File: config.mk
export PLATFORM = sky130hd
export DESIGN_NAME = writeback
export DESIGN_NICKNAME = d
export VERILOG_FILES = /design/src/rtl/writeback.sv
export SDC_FILE = /design/constraint.sdc
export NUM_CORES = 1
export LEC_CHECK = 0
export CELL_PAD_IN_SITES_DETAIL_PLACEMENT = 0
export CELL_PAD_IN_SITES_GLOBAL_PLACEMENT = 1
export CORE_AREA = 2 2 246 127
export CTS_BUF_LIST = sky130_fd_sc_hd__clkbuf_4
export CTS_CLUSTER_DIAMETER = 150
export CTS_CLUSTER_SIZE = 14
export DETAILED_ROUTE_END_ITERATION = 12
export DIE_AREA = 0 0 248 129
export HOLD_SLACK_MARGIN = 0.12
export PLACE_DENSITY = 0.81
export SYNTH_ARGS = -nofsm -noshare
export SYNTH_HDL_FRONTEND = slang
export SYNTH_SLANG_ARGS = --single-unit
export TNS_END_PERCENT = 1
File: constraint.sdc
create_clock -name clk -period 2.15 [get_ports clk]
set_input_delay 0.3225 -clock clk [delete_from_list [all_inputs] [get_ports clk]]
set_output_delay 0.3225 -clock clk [all_outputs]
set_load 0.01 [all_outputs]
File: src/rtl/writeback.sv
// Final pipeline stage: selects and extends the retiring result, drives the regfile write port,
// and keeps the bypass register, retire/cycle counters and the sticky misaligned-load flag.
module writeback #(
    parameter int XLEN  = 32,
    parameter int CNT_W = 64
) (
    input  logic             clk,
    input  logic             rst,
    input  logic             valid_in,
    input  logic [1:0]       res_src_in,
    input  logic [2:0]       load_type_in,
    input  logic [XLEN-1:0]  exec_data_in,
    input  logic [XLEN-1:0]  mem_data_in,
    input  logic [XLEN-1:0]  next_pc_in,
    input  logic             rd_write_enable_in,
    input  logic [4:0]       rd_write_addr_in,
    output logic [XLEN-1:0]  reg_write_data,
    output logic             reg_write_enable,
    output logic [4:0]       reg_write_addr,
    output logic             fwd_valid,
    output logic [4:0]       fwd_addr,
    output logic [XLEN-1:0]  fwd_data,
    output logic [CNT_W-1:0] cycle_count,
    output logic [CNT_W-1:0] instret_count,
    output logic             misaligned_err
);
    localparam logic [CNT_W-1:0] CNT_ONE = {{(CNT_W-1){1'b0}}, 1'b1};

    logic [1:0]      w_off;
    logic [7:0]      w_byte;
    logic [15:0]     w_half;
    logic [XLEN-1:0] w_load;
    logic [XLEN-1:0] w_result;
    logic            w_misaligned;
    logic            w_fault;
    logic            w_retire;
    logic            w_wen;

    logic             r_fwd_valid;
    logic [4:0]       r_fwd_addr;
    logic [XLEN-1:0]  r_fwd_data;
    logic [CNT_W-1:0] r_cycle;
    logic [CNT_W-1:0] r_instret;
    logic             r_err;

    always_comb begin
        w_off = exec_data_in[1:0];
        case (w_off)
            2'd0:    w_byte = mem_data_in[7:0];
            2'd1:    w_byte = mem_data_in[15:8];
            2'd2:    w_byte = mem_data_in[23:16];
            default: w_byte = mem_data_in[31:24];
        endcase
        w_half = w_off[1] ? mem_data_in[31:16] : mem_data_in[15:0];

        w_load       = mem_data_in;
        w_misaligned = 1'b0;
        // Unlisted funct3 encodings fall through to word semantics
        case (load_type_in)
            3'b000: w_load = {{(XLEN-8){w_byte[7]}}, w_byte};
            3'b100: w_load = {{(XLEN-8){1'b0}}, w_byte};
            3'b001: begin
                w_load       = {{(XLEN-16){w_half[15]}}, w_half};
                w_misaligned = w_off[0];
            end
            3'b101: begin
                w_load       = {{(XLEN-16){1'b0}}, w_half};
                w_misaligned = w_off[0];
            end
            default: begin
                w_load       = mem_data_in;
                w_misaligned = |w_off;
            end
        endcase

        case (res_src_in)
            2'b00:   w_result = exec_data_in;
            2'b01:   w_result = w_load;
            2'b10:   w_result = next_pc_in;
            default: w_result = '0;
        endcase

        w_fault  = valid_in & (res_src_in == 2'b01) & w_misaligned;
        w_retire = valid_in & ~w_fault;
        w_wen    = w_retire & rd_write_enable_in & (|rd_write_addr_in) & ~rst;
    end

    assign reg_write_data   = w_result;
    assign reg_write_addr   = rd_write_addr_in;
    assign reg_write_enable = w_wen;

    always_ff @(posedge clk) begin
        if (rst) begin
            r_fwd_valid <= 1'b0;
            r_fwd_addr  <= '0;
            r_fwd_data  <= '0;
            r_cycle     <= '0;
            r_instret   <= '0;
            r_err       <= 1'b0;
        end else begin
            r_cycle <= r_cycle + CNT_ONE;
            if (w_retire)
                r_instret <= r_instret + CNT_ONE;
            if (w_fault)
                r_err <= 1'b1;
            if (w_wen) begin
                r_fwd_valid <= 1'b1;
                r_fwd_addr  <= rd_write_addr_in;
                r_fwd_data  <= w_result;
            end
        end
    end

    assign fwd_valid      = r_fwd_valid;
    assign fwd_addr       = r_fwd_addr;
    assign fwd_data       = r_fwd_data;
    assign cycle_count    = r_cycle;
    assign instret_count  = r_instret;
    assign misaligned_err = r_err;
endmodule
== Yosys cells after proc, flatten, opt, wreduce, memory -nomap -nowiden ==
Cells that the tools add are included.

* Flip-flop bits (word level): 167
* Output and inout port bits: 205
* Input port bits: 110

* Add/subtract/negate cells: 2
* Bitwise logic cells: 8
* Mux-type cells: 5
* Equal/unequal tests: 7
* Reductions and logical operators: 7

{| class="wikitable"
|+ Operators with widths
! kind !! number
|-
| 64-bit by 1-bit adder with 64-bit output, second input constant || 2
|-
| 32-bit one-hot mux with 4 select lines || 1
|-
| 32-bit one-hot mux with 3 select lines || 1
|-
| 8-bit one-hot mux with 3 select lines || 1
|-
| 16-bit 2-to-1 mux || 1
|-
| 1-bit AND || 6
|-
| 3-bit equality test, second input constant || 2
|-
| 2-bit OR reduction || 3
|-
| 5-bit OR reduction || 1
|-
| 2-bit by 1-bit equality test with 1-bit output, second input constant || 2
|-
| 2-bit equality test, second input constant || 2
|-
| 2-bit logical NOT || 2
|-
| 3-bit by 1-bit equality test with 1-bit output, second input constant || 1
|-
| 3-bit logical NOT || 1
|-
| 1-bit NOT || 2
|-
| 1-bit one-hot mux with 2 select lines || 1
|}

== Depth between registers and ports, before layout ==
* Word-level depth: 9
* Gate-level depth with buffers: 10
* Gate-level depth less buffers: 6

== Least setup slack after synthesis ==
Ideal clock, no wire load.

* Kind: input -> register
* From: input exec_data_in[1]
* To: register r_fwd_data[16], in the netlist fwd_data[16]
* Stages: 7
* Slack: 88 ps
* Library setup time: 115 ps
* Path buffers: 2
* Arrival time: 1,947 ps
* Cells stage by stage: clkbuf_1 mux2_2 o2111a_1 o21ai_1 buf_2 o221ai_1 o21ba_1

* Elaborated cells between the ends (all ways): 15
* Classes of those cells: 2 x eq/ne; 5 x mux; 6 x bitwise; 2 x reduce/logical

{| class="wikitable"
|+ RTL lines
! what !! line !! source
|-
| start, declared || 12 || <nowiki>input logic [XLEN-1:0] exec_data_in,</nowiki>
|-
| 2-bit equality test, or another cell as far along || 48 || <nowiki>case (w_off)</nowiki>
|-
| 8-bit one-hot mux with 3 select lines || 48 ||
|-
| 32-bit one-hot mux with 4 select lines (*) || 59 || <nowiki>case (load_type_in)</nowiki>
|-
| 32-bit one-hot mux with 3 select lines (*) || 76 || <nowiki>case (res_src_in)</nowiki>
|-
| named net reg_write_data[16] || 17 || <nowiki>output logic [XLEN-1:0] reg_write_data,</nowiki>
|-
| end signal, assigned || 109 || <nowiki>r_fwd_data <= w_result;</nowiki>
|-
| end, declared || 41 || <nowiki>logic [XLEN-1:0] r_fwd_data;</nowiki>
|}

Mark *: on every way through the listed nets, which the timed path passes. The rest lies on a longest branch.
A chain may end at the register's enable or synchronous reset.

== Worst setup path after layout ==
* From: input exec_data_in[0]
* To: register r_fwd_data[8], in the netlist fwd_data[8]

* Longest elaborated chain between the ends: 8
* Elaborated cells between the ends (all ways): 14
* Classes of those cells: 2 x eq/ne; 4 x mux; 6 x bitwise; 2 x reduce/logical

{| class="wikitable"
|+ RTL lines
! what !! line !! source
|-
| 2-bit OR reduction || 72 || <nowiki>w_misaligned = |w_off;</nowiki>
|-
| 1-bit one-hot mux with 2 select lines || 59 ||
|-
| 1-bit AND || 83 || <nowiki>w_fault = valid_in & (res_src_in == 2'b01) & w_misaligned;</nowiki>
|-
| 1-bit NOT || 84 || <nowiki>w_retire = valid_in & ~w_fault;</nowiki>
|-
| 1-bit AND || 84 ||
|-
| 1-bit AND (3 in series) || 85 || <nowiki>w_wen = w_retire & rd_write_enable_in & (|rd_write_addr_in) & ~rst;</nowiki>
|}

Parallel ways exist; a longest one is shown, timed or not.

==> run metrics <==
run status finished, violations left; failing checks setup timing; maximum number of pins on one net before global-route repair 134; Startpoint Class primary input; library cell contributing the largest single delay on the critical path mux4_2; relative contribution of combinational cells to total power 0.186; flip-flop and latch count after synthesis about 170; WP data arrival roughly 2.8 ns; count of input and output buffers 314; type of element capturing the critical path register; Vias/cell approximately 5.2; setup repair after global routing missed its margin yes; final estimated routing congestion in global placement 0.914; clock-pin slew reported for the worst setup and hold paths after clock tree synthesis roughly 0.17 ns; area of the core 29800 um^2; filler cell count approximately 2800; setup total negative slack -0.397 ns; total power consumption of the routed design about 6500 uW; synth-to-layout area growth 61.6%; maximum operating frequency 445 MHz; cell taking the most area after synthesis dfxtp_1; detailed-router iteration count before antenna repair 6; proportion of power drawn by the clock network 0.328; peak fanout along the critical path 7; cell count after synthesis 1070; Congestion Overflow GR 0; primary flip-flop cell chosen by synthesis mapping dfxtp_1; Yosys warnings 0; cell area after synthesis about 8800 um^2; proportion of register bits with asynchronous set or reset after synthesis 0; cells along the critical path buf_12 -> mux4_2 -> buf_6 -> a221oi_4 -> o22ai_2 -> buf_4 -> buf_4 -> buf_4 -> buf_4 -> buf_4 -> buf_4 -> buf_4 -> buf_4 -> buf_4 -> nor2_1 -> nor2_1; number of remaining DRC errors 0; min cycle time layout 2.25 ns; critical setup path kind primary input to register; slew margin rel. 0.553; end-of-flow core utilization 0.478; H-tree depth 4; diode count 0; final clock skew 0.0276 ns; area of the die 32000 um^2; ratio of cells with drive above 1 in the final layout 0.239; most frequent cell after synthesis dfxtp_1; # nets final roughly 1600; share of the clock period used by the worst path 1.04; fraction of power consumed by sequential logic 0.486; drt wl/cell about 19 um; crit-path max cell delay 0.60 ns; top cell family by delay on the critical path buffers and inverters; power per unit of standard cell area about 460 nW/um^2; number of vias after detailed routing a little over 10000; overall routing resource usage 0.223; Clock Sinks 167; internal power of the cells ~4600 uW; net switching fraction of the power 0.289; clock latency of the later-clocked register in the worst-skew pair 0.60 ns; starting density of the core 0.296; Fin. Hold Viols 0; first-pass GRT wire length 55000 um; net count of the mapped netlist 1182; initial antenna violation count 0; number of synthesized flops with an enable pin 0; slack of the critical path -0.0955 ns; TritonCTS clock tree yes; count of buffering cells on the critical path with inverters included 11; final number of setup-violating endpoints 8; ranking of synthesized cells by instance count dfxtp_1, nor2_1, nand2_1, o21ai_0, a21oi_1; initial DRC count 690; Hold Path Class primary input to register; sum of routed wire length over all layers 36600 um; Max Buffers Root-to-Sink 2; horizontal extent of the die between 200 and 250 um; leakage dissipation around 0.0054 uW; sequential cell area fraction in the yosys report 0.379; post-synthesis average cell area 8.24 um^2; pins over their slew limit 0; transition at the pin with the smallest max-transition slack 0.670 ns; Clock Tree Root clkbuf_4; number of max-capacitance violations reported 0; required time of the worst setup path 2.65 ns; worst slack, placed -0.943 ns; total net switching power 1880 uW; Boundary Pins around 320; remaining antenna violation count 0; chip height between 100 and 150 um; number of rows created at floorplan 45; worst supply voltage drop on vdd 0.331 mV; post-synth cell types between 60 and 70; top post-synthesis cells by area dfxtp_1, o21ai_0, a21oi_1; Critical Path Most Common Cell buf_4; area share of the largest cell type after synthesis 0.379; total clock buffers created by CTS 17; post-detailed-placement half-perimeter wirelength ~27000 um; via count of the first global-routing pass 9412
[power groups by stage]
stage / combinational (uW) / clock (uW) / sequential [uW]
final: 1210 / 2140 / 3170
after global routing: 1280 / 2360 / 3180
after detailed placement: 1130 / 0 / 3230
after floorplan: 385 / 0 / 3250
after CTS: 1180 / 2220 / 3170
after global placement: 1130 / 0 / 3230
[per-layer routing]
layer,part of all wire,global-route usage
met2,0.43,0.327
met1,0.49,0.325
met5,0,0
met3,0.077,0.0605
met4,0.011,0.0454
[metrics by stage]
step | cells | hold slack, ns | cell area (um^2)
finish | 1941 | 0.209 | 14200
global route | 1941 | 0.179 | 14200
CTS | 1933 | 0.124 | 14100
detailed placement | 1878 | 0.449 | 13500
global placement | 1878 | 0.442 | 13500
floorplan | 1070 | 0.458 | 8810
[cells in the final DEF (no fill, tap or decap), types with 18 or more instances in the layout]
cell type	instances
clkdlybuf4s50_1	263
buf_4	181
dfxtp_1	151
nor2_1	95
nand2_1	76
a21oi_1	74
o21ai_0	72
nand3_1	50
nand4_1	47
mux2i_1	35
xor2_1	33
buf_2	33
or3_1	31
or4_1	27
xnor2_1	27
inv_1	26
o31ai_1	26
clkbuf_4	18
[worst reg2reg max path: stages (launching register included)]
cell,delay [ns]
dfxtp_1,0.44
nand4_2,0.20
nor4_4,0.36
nand4b_1,0.15
buf_4,0.24
or4_1,0.43
a21oi_1,0.19
[registers in the layout, indices dropped and copies added, names as in the netlist]
name	flops
instret_count	64
cycle_count	64
fwd_data	32
fwd_valid	1
fwd_addr	5
misaligned_err	1
[timing repair]
action,4_1_cts,5_1_grt
gates cloned,2,1
hold endpoints to repair,2,0
pin swaps,16,23
setup buffers,19,7
endpoints found under the setup margin,42,77
hold buffers,2,0
gates resized for setup,194,54
[final cells by class]
cell class                      instances  area, um^2  area share
Tap cell                              399         499      0.0351
Clock buffer                           18         135     0.00949
Sequential cell                       167        3360       0.236
Multi-Input combinational cell        803        5350       0.375
Clock inverter                         14         185      0.0130
Inverter                               27         101     0.00712
Timing Repair Buffer                  513        4610       0.324
[worst paths after layout]
| check | startpoint | end | slack (ns) | cells past startpoint |
|---|---|---|---|---|
| setup / recovery | exec_data_in[0] | fwd_data[8] | -0.1 | 16 |
| hold / removal | exec_data_in[0] | misaligned_err | 0.21 | 4 |
| setup reg to reg | cycle_count[7] | cycle_count[55] | 0.07 | 6 |
| hold reg to reg | fwd_addr[3] | fwd_addr[3] | 0.46 | 2 |
[cell families after synthesis]
group | after synthesis | synth area share
AOI/OAI and AO/OA | 253 | 0.182
xor gates and xnor gates | 60 | 0.0596
adders and majority gates | 2 | 0.00284
buffers and inverters | 101 | 0.0485
DFF | 167 | 0.379
muxes | 42 | 0.0498
and+or+nand+nor | 445 | 0.278
(Power assumes the default switching activity.)
